File: config.mk
export PLATFORM = sky130hd
export DESIGN_NAME = m_phy_rx_pwm_decoder
export DESIGN_NICKNAME = d
export VERILOG_FILES = /design/src/rtl/m_phy_rx_pwm_decoder.sv
export SDC_FILE = /design/constraint.sdc
export NUM_CORES = 1
export LEC_CHECK = 0
export BUFFER_PORTS_ARGS = -buffer_cell sky130_fd_sc_hd__buf_2
export CAP_MARGIN = 20
export CORE_MARGIN = 10
export CORE_UTILIZATION = 45
export CTS_CLUSTER_SIZE = 28
export DETAILED_ROUTE_END_ITERATION = 16
export GPL_TIMING_DRIVEN = 0
export HOLD_SLACK_MARGIN = 0.12
export SETUP_SLACK_MARGIN = 0.4
export SYNTH_ARGS = -nofsm -noshare
export SYNTH_HDL_FRONTEND = slang
export SYNTH_SLANG_ARGS = --single-unit
File: constraint.sdc
create_clock -name clk -period 7.8 [get_ports clk]
set_input_delay 0.39 -clock clk [delete_from_list [all_inputs] [get_ports clk]]
set_output_delay 0.39 -clock clk [all_outputs]
set_load 0.05 [all_outputs]
File: src/rtl/m_phy_rx_pwm_decoder.sv
// M-PHY Type-1 RX PWM decoder: bit widths -> LSB-first 10-bit symbols plus burst-exit strobes.
// Outputs are registered one cycle after the deciding line sample; no backpressure, all strobes are single-cycle.
module m_phy_rx_pwm_decoder #(
  parameter int T_PREPARE_MIN  = 8,
  parameter int T_MAX_HIGH     = 30,
  parameter int T_END_OF_BURST = 40,
  parameter int CNT_W          = 16
) (
  input  logic       clk,
  input  logic       reset_n,
  input  logic [1:0] phy_state,
  input  logic [1:0] line_state,
  input  logic       line_cfg_req,
  output logic [9:0] symbol,
  output logic       symbol_valid,
  output logic       symbol_err,
  output logic       pwm_2_sleep,
  output logic       pwm_2_line_cfg,
  output logic       burst_active
);

  localparam logic [2:0] S_IDLE    = 3'd0;
  localparam logic [2:0] S_PREPARE = 3'd1;
  localparam logic [2:0] S_HIGH    = 3'd2;
  localparam logic [2:0] S_LOW     = 3'd3;
  localparam logic [2:0] S_ERROR   = 3'd4;

  localparam logic [1:0] LS_DIF_N = 2'd0;
  localparam logic [1:0] LS_DIF_P = 2'd1;
  localparam logic [1:0] LS_DIF_Q = 2'd2;
  localparam logic [1:0] LS_DIF_Z = 2'd3;

  localparam logic [1:0] PHY_PWM_BURST = 2'b01;

  localparam logic [CNT_W-1:0] CNT_MAX   = '1;
  localparam logic [CNT_W-1:0] PREP_MIN  = CNT_W'(T_PREPARE_MIN);
  localparam logic [CNT_W-1:0] MAX_HIGH  = CNT_W'(T_MAX_HIGH);
  localparam logic [CNT_W-1:0] EOB_LIMIT = CNT_W'(T_END_OF_BURST);
  localparam logic [CNT_W-1:0] CNT_ONE   = CNT_W'(1);

  logic [2:0]       state, state_d;
  logic [CNT_W-1:0] h_cnt, h_d, l_cnt, l_d;
  logic [CNT_W-1:0] h_inc, l_inc;
  logic [CNT_W:0]   h_plus1;
  logic [1:0]       line_state_r;
  logic             bit_pending, pend_d;
  logic [8:0]       shift_q, shift_d;
  logic [3:0]       bit_cnt, bcnt_d;
  logic [9:0]       sym_d;
  logic             vld_d, err_d, sleep_d, cfg_d;

  logic rise, fall, line_bad, in_burst;
  logic res_vld, res_bit, to_err, eob;

  assign in_burst = (phy_state == PHY_PWM_BURST);
  assign rise     = (line_state_r == LS_DIF_N) && (line_state == LS_DIF_P);
  assign fall     = (line_state_r == LS_DIF_P) && (line_state == LS_DIF_N);
  assign line_bad = (line_state == LS_DIF_Q) || (line_state == LS_DIF_Z);
  assign h_inc    = (h_cnt == CNT_MAX) ? h_cnt : h_cnt + CNT_ONE;
  assign l_inc    = (l_cnt == CNT_MAX) ? l_cnt : l_cnt + CNT_ONE;
  assign h_plus1  = {1'b0, h_cnt} + {{CNT_W{1'b0}}, 1'b1};

  assign burst_active = (state == S_PREPARE) || (state == S_HIGH) || (state == S_LOW);

  always_comb begin
    state_d = state;
    h_d     = h_cnt;
    l_d     = l_cnt;
    pend_d  = bit_pending;
    shift_d = shift_q;
    bcnt_d  = bit_cnt;
    sym_d   = symbol;
    vld_d   = 1'b0;
    err_d   = 1'b0;
    sleep_d = 1'b0;
    cfg_d   = 1'b0;
    res_vld = 1'b0;
    res_bit = 1'b0;
    to_err  = 1'b0;
    eob     = 1'b0;

    if (!in_burst) begin
      // Leaving PWM_BURST aborts everything silently, whatever the state.
      state_d = S_IDLE;
      h_d     = '0;
      l_d     = '0;
      pend_d  = 1'b0;
      shift_d = '0;
      bcnt_d  = '0;
    end else begin
      case (state)
        S_IDLE: begin
          if (line_state == LS_DIF_P) begin
            state_d = S_PREPARE;
            h_d     = CNT_ONE;
            l_d     = '0;
            pend_d  = 1'b0;
            shift_d = '0;
            bcnt_d  = '0;
          end
        end
        S_PREPARE: begin
          if (line_bad) begin
            to_err = 1'b1;
          end else if (fall) begin
            if (h_cnt >= PREP_MIN) begin
              state_d = S_LOW;
              l_d     = CNT_ONE;
              pend_d  = 1'b0;
            end else begin
              to_err = 1'b1;
            end
          end else if (line_state == LS_DIF_P) begin
            h_d = h_inc;
          end
        end
        S_HIGH: begin
          if (line_bad) begin
            to_err = 1'b1;
          end else if (fall) begin
            state_d = S_LOW;
            l_d     = CNT_ONE;
            pend_d  = 1'b1;
          end else if (line_state == LS_DIF_P) begin
            if (h_inc > MAX_HIGH) begin
              to_err = 1'b1;
            end else begin
              h_d = h_inc;
            end
          end
        end
        S_LOW: begin
          if (line_bad) begin
            to_err = 1'b1;
          end else if (rise) begin
            if (bit_pending && (l_cnt == h_cnt)) begin
              to_err = 1'b1;
            end else begin
              if (bit_pending && (l_cnt < h_cnt)) begin
                res_vld = 1'b1;
                res_bit = 1'b1;
              end
              state_d = S_HIGH;
              h_d     = CNT_ONE;
              l_d     = '0;
              pend_d  = 1'b0;
            end
          end else if (line_state == LS_DIF_N) begin
            l_d = l_inc;
            // A low run longer than the high run settles the pending bit as 0.
            if (bit_pending && ({1'b0, l_inc} == h_plus1)) begin
              res_vld = 1'b1;
              res_bit = 1'b0;
              pend_d  = 1'b0;
            end
            if (l_inc == EOB_LIMIT) begin
              eob = 1'b1;
            end
          end
        end
        S_ERROR: begin
          state_d = S_ERROR;
        end
        default: begin
          state_d = S_IDLE;
        end
      endcase

      if (res_vld) begin
        if (bit_cnt == 4'd9) begin
          sym_d   = {res_bit, shift_q};
          vld_d   = 1'b1;
          bcnt_d  = '0;
          shift_d = '0;
        end else begin
          shift_d[bit_cnt] = res_bit;
          bcnt_d           = bit_cnt + 4'd1;
        end
      end

      if (eob) begin
        state_d = S_IDLE;
        err_d   = (bcnt_d != 4'd0);
        sleep_d = !line_cfg_req;
        cfg_d   = line_cfg_req;
        h_d     = '0;
        l_d     = '0;
        pend_d  = 1'b0;
        shift_d = '0;
        bcnt_d  = '0;
      end

      // An error wins over any symbol completing in the same cycle.
      if (to_err) begin
        state_d = S_ERROR;
        err_d   = 1'b1;
        vld_d   = 1'b0;
        sleep_d = 1'b0;
        cfg_d   = 1'b0;
        sym_d   = symbol;
        pend_d  = 1'b0;
        shift_d = '0;
        bcnt_d  = '0;
      end
    end
  end

  always_ff @(posedge clk or negedge reset_n) begin
    if (!reset_n) begin
      state          <= S_IDLE;
      h_cnt          <= '0;
      l_cnt          <= '0;
      line_state_r   <= LS_DIF_N;
      bit_pending    <= 1'b0;
      shift_q        <= '0;
      bit_cnt        <= '0;
      symbol         <= '0;
      symbol_valid   <= 1'b0;
      symbol_err     <= 1'b0;
      pwm_2_sleep    <= 1'b0;
      pwm_2_line_cfg <= 1'b0;
    end else begin
      state          <= state_d;
      h_cnt          <= h_d;
      l_cnt          <= l_d;
      line_state_r   <= line_state;
      bit_pending    <= pend_d;
      shift_q        <= shift_d;
      bit_cnt        <= bcnt_d;
      symbol         <= sym_d;
      symbol_valid   <= vld_d;
      symbol_err     <= err_d;
      pwm_2_sleep    <= sleep_d;
      pwm_2_line_cfg <= cfg_d;
    end
  end

endmodule

# == Word-level counts from Yosys, hierarchy flattened ==
# Index checks and enable logic that the tools add are counted.
# totals
reg_bits,65
output_inout_bits,15
# op_classes
addsub,4
order_cmp,5
eq_ne,45
n_mux,119
n_bitwise,1
reduce_logical,19
# op_table
operator,n
$mux W16,27
$pmux W16 S4,2
$mux W9,8
$mux W1,57
$ne A4 B3 Y1 const B,10
$mux W3,12
$ne A5 B3 Y1 const B,7
$add A16 B1 Y16 const B,2
$eq A16 B16 Y1 const B,2
$mux W4,8
$add A16 B1 Y17 const B,1
$eq A16 B17 Y1,1
$eq A16 B16 Y1,1
$eq A16 B6 Y1 const B,1
$ge A16 B4 Y1 const B,1
$gt A16 B5 Y1 const B,1
$lt A16 B16 Y1,1
$pmux W3 S5,1
$ne A4 B2 Y1 const B,3
$ne A6 B4 Y1 const B,2
$reduce_and A12 Y1,1
$reduce_and A11 Y1,1
$ne A5 B4 Y1 const B,2
$reduce_and A10 Y1,1
28 further kinds,40

# == Longest topological paths before layout ==
# Gate-level depths: netlist of the first run.
# depth
ltp_word,16
depth_mapped,13
depth_no_buf,11

# == Worst setup path before layout of the first run ==
# No wires, ideal clock.
# synth_path
path_type,reg-to-reg
from,reg l_cnt[1]
to,reg symbol[0]
setup_time_ps,125
t_arrival_ps,3299
required_ps,7675
setup_slack_ps,4376
stages_incl_launch_ff,12
path_buffers,1
cell_sequence,dfrtp_1 > ha_1 > nand3_1 > nor4_4 > xnor3_1 > or3b_1 > nor4_2 > nand4_1 > a211o_1 > nor4b_2 > buf_6 > mux2_4
# synth_between
elab_chain_len,11
# synth_rtl
item,line_no,source
"start, declared",42,"logic [CNT_W-1:0] h_cnt, h_d, l_cnt, l_d;"
"start signal, assigned",225,l_cnt <= l_d;
$add A16 B1 Y16 / $eq A16 B16 Y1 (equally long branches),60,assign l_inc = (l_cnt == CNT_MAX) ? l_cnt : l_cnt + CNT_ONE;
$mux W16,60,
$eq A16 B17 Y1,151,"if (bit_pending && ({1'b0, l_inc} == h_plus1)) begin"
$logic_and A1 B1 Y1,151,
$mux W1,151,
$mux W1,148,end else if (line_state == LS_DIF_N) begin
$mux W1,135,end else if (rise) begin
$mux W1,133,if (line_bad) begin
$mux W1,91,case (state)
$mux W1,82,if (!in_burst) begin
$reduce_and A4 Y1 (no source line) (*),--,
"end signal, assigned",230,symbol <= sym_d;
"end, declared",14,"output logic [9:0] symbol,"
# Every way passes the cells marked *; elsewhere a longest branch is shown, timed or not. The select of a mux whose other input is x is not followed.
# A chain may end at the register's enable or synchronous reset.

# == Worst setup path in the final report of the first run ==
# layout_path
from,reg l_cnt[1]
to,reg shift_q[1]
# layout_between
elab_chain_len,14
# layout_rtl
item,line_no,source
$add A16 B1 Y16 (tied with other cells),60,
$mux W16 / $logic_and A1 B1 Y1 (equally long branches),"60, 139",
$eq A16 B17 Y1 / $mux W1 (equally long branches),"151, 139",
$logic_and A1 B1 Y1 / $mux W1 (equally long branches),"151, 136",
$mux W1 (on tied branches),"151, 135",
$mux W1 (on tied branches),"148, 133",
$mux W1 (on tied branches),"135, 91",
$mux W1 (on tied branches),"133, 82",
$mux W1 / $bwmux W9 (equally long branches),"91, 176",
$mux W1 / $mux W9 (equally long branches),"82, 170",
$mux W9,169,if (res_vld) begin
$mux W9,181,if (eob) begin
$mux W9 (*),194,if (to_err) begin
$mux W9 (*),82,
named net shift_d[1],47,"logic [8:0] shift_q, shift_d;"
"end signal, assigned",228,shift_q <= shift_d;
"end, declared",47,
# Mark *: on every way through the listed nets, which the timed path passes. The rest lies on a longest branch. The select of a mux whose other input is x is not followed.

==> out/metrics.yaml, run 1 <==
critical_path:
  cp-start-kind: "flop"
  rrSetupSlack_ns: 3.54
  r2r.worst_path.cells: 10
  worst-setup-path-type: "flop to flop"
  endpoint_kind: "flop"
  cp_cell_sequence: "ha_1, nand3_1, nor4_4, nor3_1, nor4_1, nand4_1, o31ai_1, nor3b_1, o311ai_0, o41ai_1"
  timing.critical_path.slowest_stage_cell: "sky130_fd_sc_hd__o31ai_1"
  cp_top_family: "simple AND/OR/NAND/NOR gates"
  critPathArrivalTime_ns: 4.47
  worstPathBufferInverterCount: 0
  critical-path-max-stage-delay_ns: 0.93
  critical_path_required_time_ns: 8.01
  timing.rr.end: "shift_q[1]"
  crit-reg2reg-launch: "l_cnt[1]"
  crit_fanout: 9
sta:
  final-setup-viol-count: 0
  maxSlewHeadroom: 0.300
  holdWs_ns: 0.155
  fin_skew_ns: 0.00785
  worstMarginPinSlew_ns: 1.04
  rsz0062_at_grt: "no"
  max_clock_freq_ghz: 0.235
  tmin_final_ns: 4.26
  setup_tns_ns: 0
  report.final.hold_viol_count: 0
  finalMaxSlewViolations: 0
  post_route_fraction_of_the_period_consumed_by_the_critical_path: 0.546
drt:
  route.detailed.drc: 0
  number_of_search_and_repair_iterations_in_the_first_detailed_routing_pass: 5
  dr.first_iter.drc_count: 672
  detail_route.wl_per_cell_um: 19.7
  route.final.wire_length_um: 15800
  post_drt_via_cell_ratio: 6.27
  number_of_nets_with_antenna_violations_after_detailed_routing: 0
  vias: 5033
synthesis:
  post_synth_inst_count: 625
  synthesis.area_sq_um: 5150
  synth_edf_count: 0
  synthDistinctLibCells: 71
  synth_seq_cells: 65
  synthDominantAreaCellType: "sky130_fd_sc_hd__dfrtp_1"
  yosys-top-cells-area: "sky130_fd_sc_hd__dfrtp_1, sky130_fd_sc_hd__xnor2_1, sky130_fd_sc_hd__a21oi_1"
  postSynth.topFlopCell: "sky130_fd_sc_hd__dfrtp_1"
  synth_sequential_area_ratio: 0.316
  synth-async-reset-ratio: 1.00
  synthesis.nets: 651
  synthesis.area_per_instance_sq_um: 8.24
  synth_top_area_frac: 0.316
  synth_warnings: 0
clock_tree:
  worstSkewPairLatency_ns: 0.35
  postCtsResizedCells: 0
  cts-buffers-inserted: 9
  clk_pin_slew_worst_paths_ns: 0.06
  htreeDepth: 3
  tritoncts_clock_tree: "done"
  ctsRootBufferMaster: "sky130_fd_sc_hd__clkbuf_16"
  clk_path_buf_depth: 2
  sink_count: 65
  number_of_hold_buffers_added_after_cts: 0
  cts_setup_buffers: 0
layout:
  final_cell_mix: "sky130_fd_sc_hd__dfrtp_1, sky130_fd_sc_hd__nand2_1, sky130_fd_sc_hd__a21oi_1, sky130_fd_sc_hd__nor2_1, sky130_fd_sc_hd__clkbuf_1"
  antenna_cells_inserted: 0
  count_of_nets_after_finishing: 684
  synthToLayoutAreaGrowth_pct: 11.5
  final_layout_size_suffix_gt1_frac: 0.121
  layout_commonest_cell: "sky130_fd_sc_hd__dfrtp_1"
placed_design:
  placed_wire_length_estimate_um: 11600
  place.port_buffers: 21
  gp_congestion: 0.944
floorplanning:
  fp.dieW_um: 127
  die_area_sq_um: 16100
  design.core.area_sq_um: 11000
  num_rows: 38
  floorplan.io_pins: 22
  initial_utilization: 0.467
  height_of_the_die_um: 127
global_routing:
  grt_pass1_wl_um: 25600
  via_count_of_the_first_global_routing_pass: 4709
  grt_max_degree: 66
  grt_antenna_before_repair: 0
  grt.total_usage: 0.196
  globalRoute.totalOverflow: 0
job:
  maxCapViolations: 0
pwr:
  clock_power_share: 0.514
  worst_ir_drop_vdd_v: 0.000134
  power-per-cell-area_nw_per_um2: 142
  internal_power_mw: 0.612
  power_frac_seq: 0.417
  combinationalPowerShare: 0.069
  switching_share: 0.250
  leakage_nw: 2.23
  total_switching_power_mw: 0.204
status:
  status: "complete, no violations"
hold_path:
  min-delay-path-class: "primary input to asynchronous set/reset pin"
## area by class of cell
class	instances	area [sq um]
timing repair buffer	22	113
multi-input combinational	489	3240
sequential	65	1630
fill	1070	5290
inverter	24	90.1
tap	140	175
buffer	47	194
clock buffer	10	239
clock inverter	6	67.6
## Yosys cell counts (19+ instances only)
cell                        n
sky130_fd_sc_hd__a21oi_1   50
sky130_fd_sc_hd__inv_1     24
sky130_fd_sc_hd__o21ai_0   28
sky130_fd_sc_hd__nor3_1    24
sky130_fd_sc_hd__ha_1      19
sky130_fd_sc_hd__xnor2_1   30
sky130_fd_sc_hd__nand2_1   56
sky130_fd_sc_hd__nor2_1    41
sky130_fd_sc_hd__dfrtp_1   65
sky130_fd_sc_hd__clkbuf_1  37
sky130_fd_sc_hd__nand3_1   36
sky130_fd_sc_hd__nand4_1   19
## kinds of logic (layout without fill, tap and decap cells)
| logic type | Yosys count | count (layout) | synth area share |
|---|---|---|---|
| compound gates | 157 | 157 | 0.199 |
| simple gates | 257 | 257 | 0.270 |
| xor+xnor | 36 | 36 | 0.0639 |
| mux | 20 | 20 | 0.0493 |
| fa+ha+maj | 19 | 19 | 0.0462 |
| buf+inv | 71 | 109 | 0.0552 |
| flops | 65 | 65 | 0.316 |
## worst reg2reg max path: stages, from the launching register on
cell and delay [ns]:
sky130_fd_sc_hd__dfrtp_1 0.49, sky130_fd_sc_hd__ha_1 0.34, sky130_fd_sc_hd__nand3_1 0.30, sky130_fd_sc_hd__nor4_4 0.56, sky130_fd_sc_hd__nor3_1 0.22, sky130_fd_sc_hd__nor4_1 0.33
sky130_fd_sc_hd__nand4_1 0.26, sky130_fd_sc_hd__o31ai_1 0.93, sky130_fd_sc_hd__nor3b_1 0.32, sky130_fd_sc_hd__o311ai_0 0.21, sky130_fd_sc_hd__o41ai_1 0.15
## routing by layer
layer / wire length (um) / up-vias / track usage
li1: - / 2376 / -
met1: 7570 / 2413 / 0.283
met2: 6790 / 214 / 0.277
met3: 1060 / 30 / 0.0392
met4: 388 / 0 / 0.0790
met5: 0 / - / 0
## registers in the layout (all words and copies together), names as in the netlist
signal	cells
bit_cnt	4
bit_pending	1
h_cnt	16
l_cnt	16
line_state_r	2
pwm_2_line_cfg	1
pwm_2_sleep	1
shift_q	9
state	3
symbol	10
symbol_err	1
symbol_valid	1
## how the worst max path moves through the flow
stage / cells after the start / to / start / slack [ns]
floorplan: 11 / symbol[0] / l_cnt[1] / 4.38
global placement: 10 / shift_q[1] / l_cnt[1] / 3.52
detailed placement: 10 / shift_q[1] / l_cnt[1] / 3.57
CTS: 10 / shift_q[1] / l_cnt[1] / 3.61
global route: 10 / shift_q[8] / l_cnt[1] / 3.31
finish: 10 / shift_q[1] / l_cnt[1] / 3.54
## power groups by stage
stage                     Sequential (mW)  Combinational (mW)  Clock, mW
after global routing                0.340              0.0629      0.438
final                               0.340              0.0567      0.420
after floorplan                     0.346              0.0342          0
after detailed placement            0.346              0.0563          0
after global placement              0.346              0.0558          0
after CTS                           0.340              0.0564      0.426
## per-stage QoR
step / setup slack [ns] / util / cell area [sq um] / std cells / power, mW
2_1_floorplan: 4.38 / - / 5150 / 625 / 0.380
3_3_place_gp: 3.52 / 0.492 / 5430 / 786 / 0.402
3_5_place_dp: 3.57 / 0.493 / 5440 / 787 / 0.403
4_1_cts: 3.61 / 0.521 / 5740 / 803 / 0.823
5_1_grt: 3.31 / 0.521 / 5740 / 803 / 0.842
6_report: 3.54 / 0.521 / 5740 / 803 / 0.817
(Power assumes the default switching activity.)
==> inputs of run 2 (changes only) <==
ABC_AREA = 1   (was unset)
clock period = 4.27 ns   (was 7.8 ns; I/O delays follow)
==> run 2 against run 1 <==
Net effect:
- fmax rose by 26%
- critical endpoint is now bit_cnt[2]
- flip-flop and latch count is the same
- non-clock buffer count down 27
- critical path depth is 10 higher
- register-to-register slack worse by 2.7 ns
- largest cell class unchanged
- hold slack gained 0.24 ns
- highest routed layer unchanged
- clock power is 87% higher
- global-route usage rose by 0.31 points
- design area rose by 2.4%
- clock-buffer cell count rose by 1
==> out/metrics.yaml, run 2 <==
status:
  status: "complete, no violations"
synthesis:
  postSynth.topFlopCell: "sky130_fd_sc_hd__dfrtp_1"
  synth_sequential_area_ratio: 0.311  # -0.00544
  synthesis.area_sq_um: 5240  # +1.8%
  synth-async-reset-ratio: 1.00  # unchanged
  synthMostInstantiatedCell: "sky130_fd_sc_hd__nand2_1"
  synthesis.nets: 846  # +30%
  synthDominantAreaCellType: "sky130_fd_sc_hd__dfrtp_1"
  synthesis.area_per_instance_sq_um: 6.39  # -22%
  synth_top_family_by_area: "simple AND/OR/NAND/NOR gates"
  synth_top_area_frac: 0.311  # -0.00544
  synth-simple-area-share: 0.405  # +0.135
  post_synth_inst_count: 820  # +31%
  synthAdderAreaFrac: 0.0454  # -0.000794
  synth-compound-area-share: 0.118  # -0.0815
  yosys.area_share.xor_xnor: 0.0217  # -0.0422
  synth_edf_count: 0  # unchanged
  post_synth_most_frequent_cells: "sky130_fd_sc_hd__nand2_1, sky130_fd_sc_hd__nor2_1, sky130_fd_sc_hd__inv_1"
  synth_seq_cells: 65  # unchanged
  yosys-top-cells-area: "sky130_fd_sc_hd__dfrtp_1, sky130_fd_sc_hd__nand2_1, sky130_fd_sc_hd__nor2_1"
  muxShareOfSynthArea: 0  # -0.0493
  synth_warnings: 0  # unchanged
  synthDistinctLibCells: 40  # -44%
sta:
  final-setup-viol-count: 0  # unchanged
  post_route_fraction_of_the_period_consumed_by_the_critical_path: 0.792  # +0.246
  maxSlewHeadroom: 0.442  # +0.142
  timing.final.ws_setup_ns: 0.888  # -2.65 ns
  rsz0062_at_grt: "no"
  fin_skew_ns: 0.00708  # -0.000771 ns
  setup_tns_ns: 0  # unchanged
  max_clock_freq_ghz: 0.296  # +26%
  finalMaxSlewViolations: 0  # unchanged
  report.final.hold_viol_count: 0  # unchanged
  worstMarginPinSlew_ns: 0.837  # -0.204 ns
  tmin_final_ns: 3.38  # -0.878 ns
floorplanning:
  height_of_the_die_um: 128  # +0.74%
  design.core.area_sq_um: 11400  # +3.5%
  initial_utilization: 0.459  # -0.00796
  num_rows: 39  # +2.6%
  floorplan.io_pins: 22  # unchanged
  fp.dieW_um: 128  # +0.74%
  die_area_sq_um: 16400  # +1.5%
critical_path:
  crit_top_cell: "sky130_fd_sc_hd__nand2_1"
  timing.critical_path.slowest_stage_cell: "sky130_fd_sc_hd__dfrtp_1"
  endpoint_kind: "flop"
  cp_top_family: "simple AND/OR/NAND/NOR gates"
  critPathArrivalTime_ns: 3.65  # -0.82 ns
  cp-start-kind: "flop"
  critical-path-max-stage-delay_ns: 0.47  # -0.46 ns
  worst-setup-path-type: "flop to flop"
  cp_cell_sequence: "ha_1, nand2_1, nor2_2, nand2_1, inv_1, nand3_2, nand2_1, nand2_1, nand2_1, nor2_1, nor2_1, nand3_1, nand2_1, nand3b_1, nand2_2, inv_1, nor2_2, nand2_1, buf_2, a21oi_1"
  crit_fanout: 10  # +1
  critical_path_required_time_ns: 4.54  # -3.47 ns
  worstPathBufferInverterCount: 3  # +3
pwr:
  power-per-cell-area_nw_per_um2: 281  # +97%
  p_total_mw: 1.65  # +100%
  leakage_nw: 2.80  # +26%
  worst_ir_drop_vdd_v: 0.000180  # +35%
drt:
  number_of_nets_with_antenna_violations_after_detailed_routing: 0  # unchanged
  route.detailed.drc: 0  # unchanged
  post_drt_via_cell_ratio: 5.41  # -14%
  number_of_search_and_repair_iterations_in_the_first_detailed_routing_pass: 6  # +1
  maxUsedRoutingLayer: "met4"
  dr.first_iter.drc_count: 536  # -20%
  wl_met1_um: 7690  # +1.7%
  detail_route.wl_per_cell_um: 16.1  # -18%
  vias: 5431  # +7.9%
  route.final.wire_length_um: 16100  # +2.0%
  amount_of_wire_on_met2_after_detailed_routing_um: 7160  # +5.4%
  wire_length_on_met3_um: 960  # -9.1%
clock_tree:
  worstSkewPairLatency_ns: 0.34  # about the same
  cts-buffers-inserted: 9  # unchanged
  ctsRootBufferMaster: "sky130_fd_sc_hd__clkbuf_16"
  htreeDepth: 3  # unchanged
  sink_count: 65  # unchanged
  clk_path_buf_depth: 2  # unchanged
  clk_pin_slew_worst_paths_ns: 0.06  # about the same
  cts_setup_buffers: 0  # unchanged
  tritoncts_clock_tree: "done"
hold_path:
  min-delay-path-class: "primary input to flop"
placed_design:
  placement_stage_worst_setup_slack_ns: 0.977  # -2.59 ns
  placed_wire_length_estimate_um: 12800  # +9.9%
  gp_congestion: 0.950  # +0.68%
  place.port_buffers: 21  # unchanged
layout:
  synthToLayoutAreaGrowth_pct: 12.3
  final_cell_mix: "sky130_fd_sc_hd__nand2_1, sky130_fd_sc_hd__nor2_1, sky130_fd_sc_hd__inv_1, sky130_fd_sc_hd__o21ai_0, sky130_fd_sc_hd__dfrtp_1"
  top_regs: "h_cnt: 16 flops, l_cnt: 16 flops, symbol: 10 flops"
  layout_commonest_cell: "sky130_fd_sc_hd__nand2_1"
  count_of_nets_after_finishing: 882  # +29%
  final_layout_size_suffix_gt1_frac: 0.0987  # -0.0219
  antenna_cells_inserted: 0  # unchanged
job:
  maxCapViolations: 0  # unchanged
global_routing:
  grt_max_degree: 66  # unchanged
  grt.total_usage: 0.199  # +0.00306
  grt_pass1_wl_um: 26100  # +1.7%
  grt_antenna_before_repair: 0  # unchanged
  globalRoute.totalOverflow: 0  # unchanged
  via_count_of_the_first_global_routing_pass: 5111  # +8.5%
==> run 2: cell type report <==
type	instances	area [sq um]
Tap cell	143	179
Fill cell	1209	5540
Buffer	17	109
Inverter	110	413
Timing Repair Buffer	25	148
Sequential cell	65	1630
Clock buffer	11	253
Clock inverter	5	62.6
Multi-Input combinational cell	628	3090
==> run 2: stage by stage <==
stage | hold WS (ns) | std cells | cell area [sq um] | utilization
2_1_floorplan | -0.0821 | 820 | 5240 | -
4_1_cts | 0.384 | 1004 | 5880 | 0.515
5_1_grt | 0.444 | 1004 | 5880 | 0.515
6_report | 0.397 | 1004 | 5880 | 0.515
3_5_place_dp | 0.363 | 984 | 5520 | 0.484
3_3_place_gp | 0.356 | 984 | 5520 | 0.484
==> run 2: per-layer routing <==
| layer | vias up | GRT usage |
|---|---|---|
| li1 | 2707 | - |
| met1 | 2522 | 0.275 |
| met2 | 182 | 0.304 |
| met3 | 20 | 0.0318 |
| met4 | 0 | 0.0781 |
| met5 | - | 0 |
==> run 2: final timing paths <==
kind                         startpoint           to  slack (ns)  depth (start not counted)
min reg2reg                   symbol[1]    symbol[1]        0.48                          2
min in group asynchronous       reset_n     h_cnt[8]        0.52                          2
max                            h_cnt[0]   bit_cnt[2]        0.89                         20
max in group asynchronous       reset_n  bit_pending        3.21                          2
min                        phy_state[0]     state[2]        0.40                          4
max reg2reg                    h_cnt[0]   bit_cnt[2]        0.89                         20
==> run 2: kinds of logic after synthesis <==
| group | count (synthesis) |
|---|---|
| compound gates | 118 |
| fa+ha+maj | 19 |
| simple gates | 478 |
| flops | 65 |
| xor+xnor | 13 |
| buf+inv | 127 |
==> run 2: tightest hold or removal path, cell delays in order <==
cell and delay (ns):
sky130_fd_sc_hd__buf_2 0.09, sky130_fd_sc_hd__nand2_1 0.07, sky130_fd_sc_hd__buf_2 0.20, sky130_fd_sc_hd__a21oi_1 0.13
==> run 2: what timing repair did <==
item	in CTS	in global routing
endpoints found under the setup margin	0	0
hold endpoints to repair	69	0
hold buffers	4	0
gates resized for setup	0	0
==> run 2: power by group <==
group / internal [mW] / switching [mW]
logic: 0.0662 / 0.162
clock network: 0.487 / 0.300
registers: 0.625 / 0.0117
==> inputs of run 3 (changes only) <==
clock period = 3.3 ns   (was 4.27 ns; I/O delays follow)
==> run 3 against run 2 <==
Net effect:
- worst setup slack worse by 0.42 ns
- fmax increased by 19%
- clock power rose by 30%
- power up 35%
- die area stayed put
- global-route usage up 0.38 points
- clock skew shrank 0.00063 ns
- via count up 5.4%
- non-clock buffer count is 36 higher
==> out/metrics.yaml, run 3 (synthesis gave the netlist of run 2 again) <==
global_routing:
  via_count_of_the_first_global_routing_pass: 5203  # +1.8%
  grt_antenna_before_repair: 0  # unchanged
  globalRoute.totalOverflow: 0  # unchanged
  grt_max_degree: 66  # unchanged
  grt_pass1_wl_um: 26500  # +1.8%
  grt.total_usage: 0.203  # +0.00376
critical_path:
  timing.rr.end: "l_cnt[10]"
  critical-path-max-stage-delay_ns: 0.42  # -0.05 ns
  timing.critical_path.slowest_stage_cell: "sky130_fd_sc_hd__dfrtp_2"
  rrSetupSlack_ns: 0.47  # -0.42 ns
  cp-start-kind: "flop"
  cp_cell_sequence: "nand2_1, nor2_4, nand2_4, nor2_4, inv_4, clkbuf_16, nand2_8, nand2_4, nor2_4, nand3_2, nor2_4, nand2_2, inv_2, nand2_4, nand3_4, nand2_4, nor2_8, clkbuf_16, o21ai_0"
  crit-reg2reg-launch: "l_cnt[4]"
  critical_path_required_time_ns: 3.51  # -1.03 ns
  worst-setup-path-type: "flop to flop"
  crit_fanout: 7  # -3
  critPathArrivalTime_ns: 3.05  # -0.60 ns
  r2r.worst_path.cells: 19  # -5.0%
  endpoint_kind: "flop"
layout:
  synthToLayoutAreaGrowth_pct: 25.4
  antenna_cells_inserted: 0  # unchanged
  count_of_nets_after_finishing: 918  # +4.1%
  layout_commonest_cell: "sky130_fd_sc_hd__nand2_1"
  top_regs: "h_cnt: 16 flops, l_cnt: 16 flops, symbol: 10 flops"
  final_layout_size_suffix_gt1_frac: 0.211  # +0.112
  final_cell_mix: "sky130_fd_sc_hd__nand2_1, sky130_fd_sc_hd__nor2_1, sky130_fd_sc_hd__inv_1, sky130_fd_sc_hd__o21ai_0, sky130_fd_sc_hd__nand3_1"
sta:
  finalMaxSlewViolations: 0  # unchanged
  max_clock_freq_ghz: 0.353  # +19%
  holdWs_ns: 0.268  # -0.129 ns
  post_route_fraction_of_the_period_consumed_by_the_critical_path: 0.859  # +0.0670
  rsz0062_at_grt: "yes"
  setup_tns_ns: 0  # unchanged
  final-setup-viol-count: 0  # unchanged
  worstMarginPinSlew_ns: 0.841  # +0.00327 ns
  maxSlewHeadroom: 0.440  # -0.00218
  tmin_final_ns: 2.83  # -0.547 ns
  report.final.hold_viol_count: 0  # unchanged
  fin_skew_ns: 0.00645  # -0.000631 ns
pwr:
  internal_power_mw: 1.59  # +35%
  combinationalPowerShare: 0.177  # +0.039
  worst_ir_drop_vdd_v: 0.000251  # +39%
  leakage_nw: 3.10  # +11%
  switching_share: 0.289  # +0.00195
  total_switching_power_mw: 0.646  # +36%
  clock_power_share: 0.456  # -0.020
  power_frac_seq: 0.367  # -0.018
  power-per-cell-area_nw_per_um2: 340  # +21%
floorplanning:
  height_of_the_die_um: 128  # unchanged
  num_rows: 39  # unchanged
  initial_utilization: 0.459  # unchanged
  floorplan.io_pins: 22  # unchanged
  die_area_sq_um: 16400  # unchanged
  fp.dieW_um: 128  # unchanged
  design.core.area_sq_um: 11400  # unchanged
status:
  status: "complete, no violations"
drt:
  post_drt_via_cell_ratio: 5.50  # +1.7%
  number_of_search_and_repair_iterations_in_the_first_detailed_routing_pass: 5  # -1
  route.final.wire_length_um: 17000  # +5.5%
  number_of_nets_with_antenna_violations_after_detailed_routing: 0  # unchanged
  dr.first_iter.drc_count: 544  # +1.5%
  detail_route.wl_per_cell_um: 16.4  # +1.8%
  vias: 5722  # +5.4%
  route.detailed.drc: 0  # unchanged
clock_tree:
  clk_pin_slew_worst_paths_ns: 0.06  # about the same
  ctsRootBufferMaster: "sky130_fd_sc_hd__clkbuf_16"
  tritoncts_clock_tree: "done"
  worstSkewPairLatency_ns: 0.34  # about the same
  htreeDepth: 3  # unchanged
  clk_path_buf_depth: 2  # unchanged
  cts-buffers-inserted: 9  # unchanged
  sink_count: 65  # unchanged
hold_path:
  hold_end: "bit_cnt[1]"
  min-delay-path-class: "primary input to flop"
  worst_hold_path.num_cells: 4  # unchanged
  min-delay-start: "line_state[1]"
placed_design:
  place.port_buffers: 21  # unchanged
  placed_wire_length_estimate_um: 12800  # unchanged
  gp_congestion: 0.950  # unchanged
job:
  maxCapViolations: 0  # unchanged
[run 3: cell types whose count changed in the layout (fill, tap and decap cells not counted), moves of 8 or more]
| cell | previous run | this run |
|---|---|---|
| sky130_fd_sc_hd__nor2_1 | 144 | 127 |
| sky130_fd_sc_hd__nor2_4 | 3 | 12 |
| sky130_fd_sc_hd__buf_4 | 2 | 37 |
| sky130_fd_sc_hd__dfrtp_2 | 0 | 14 |
| sky130_fd_sc_hd__dfrtp_1 | 65 | 51 |
| sky130_fd_sc_hd__nand2_2 | 8 | 16 |
| sky130_fd_sc_hd__nor2_2 | 6 | 14 |
| sky130_fd_sc_hd__nand2_1 | 205 | 191 |
[run 3: routing by layer]
layer / global-route usage / wire [um] / vias to the layer above
met3: 0.0331 / 1160 / 42
met2: 0.310 / 7630 / 232
li1: - / - / 2785
met5: 0 / 0 / -
met1: 0.278 / 7710 / 2663
met4: 0.0834 / 508 / 0
[run 3: through the flow]
stage	power [mW]	area, sq um	worst slack, ns	util	cells
final	2.24	6570	0.465	0.575	1040
after global routing	2.32	6570	0.352	0.575	1040
after CTS	2.17	6000	0.400	0.526	1012
after detailed placement	1.13	5520	0.00723	0.484	984
after global placement	1.13	5520	0.0575	0.484	984
after floorplan	1.03	5240	0.828	-	820
[run 3: cell type report]
| type | instances | area (sq um) |
|---|---|---|
| fillers | 1109 | 4850 |
| plain buffers | 17 | 155 |
| multi-input cells | 628 | 3380 |
| inverters | 110 | 415 |
| clock buffers | 11 | 253 |
| flip-flops and latches | 65 | 1640 |
| clock inverters | 5 | 62.6 |
| repair buffers | 61 | 474 |
| well taps | 143 | 179 |
[run 3: worst max path at each step]
stage | startpoint | endpoint | slack [ns] | cells after the start
final | l_cnt[4] | l_cnt[10] | 0.47 | 19
after global routing | l_cnt[15] | l_cnt[10] | 0.35 | 18
after CTS | l_cnt[0] | h_cnt[11] | 0.40 | 17
after detailed placement | h_cnt[0] | bit_cnt[2] | 0.007 | 20
after global placement | h_cnt[0] | bit_cnt[2] | 0.06 | 20
after floorplan | l_cnt[1] | symbol[9] | 0.83 | 20
[run 3: worst max-delay path: cells and delay by family, from the launching register on]
kind / cells / cell delay [ns]
buf+inv: 4 / 0.53
simple gates: 14 / 1.68
compound gates: 1 / 0.08
flops: 1 / 0.42
[run 3: power groups by stage]
| stage | Sequential, mW | Clock (mW) | Combinational, mW |
|---|---|---|---|
| CTS | 0.819 | 1.03 | 0.318 |
| global route | 0.820 | 1.07 | 0.430 |
| global placement | 0.837 | 0 | 0.289 |
| detailed placement | 0.837 | 0 | 0.289 |
| floorplan | 0.834 | 0 | 0.201 |
| finish | 0.820 | 1.02 | 0.396 |
[run 3: what timing repair did]
| action | CTS | global route |
|---|---|---|
| buffers inserted | 8 | 25 |
| setup endpoints to repair | 60 | 60 |
| resized for setup | 19 | 94 |
| cloned | 0 | 3 |
| hold endpoints to repair | 69 | 0 |
| pin swaps | 2 | 25 |
| hold buffers | 4 | 0 |
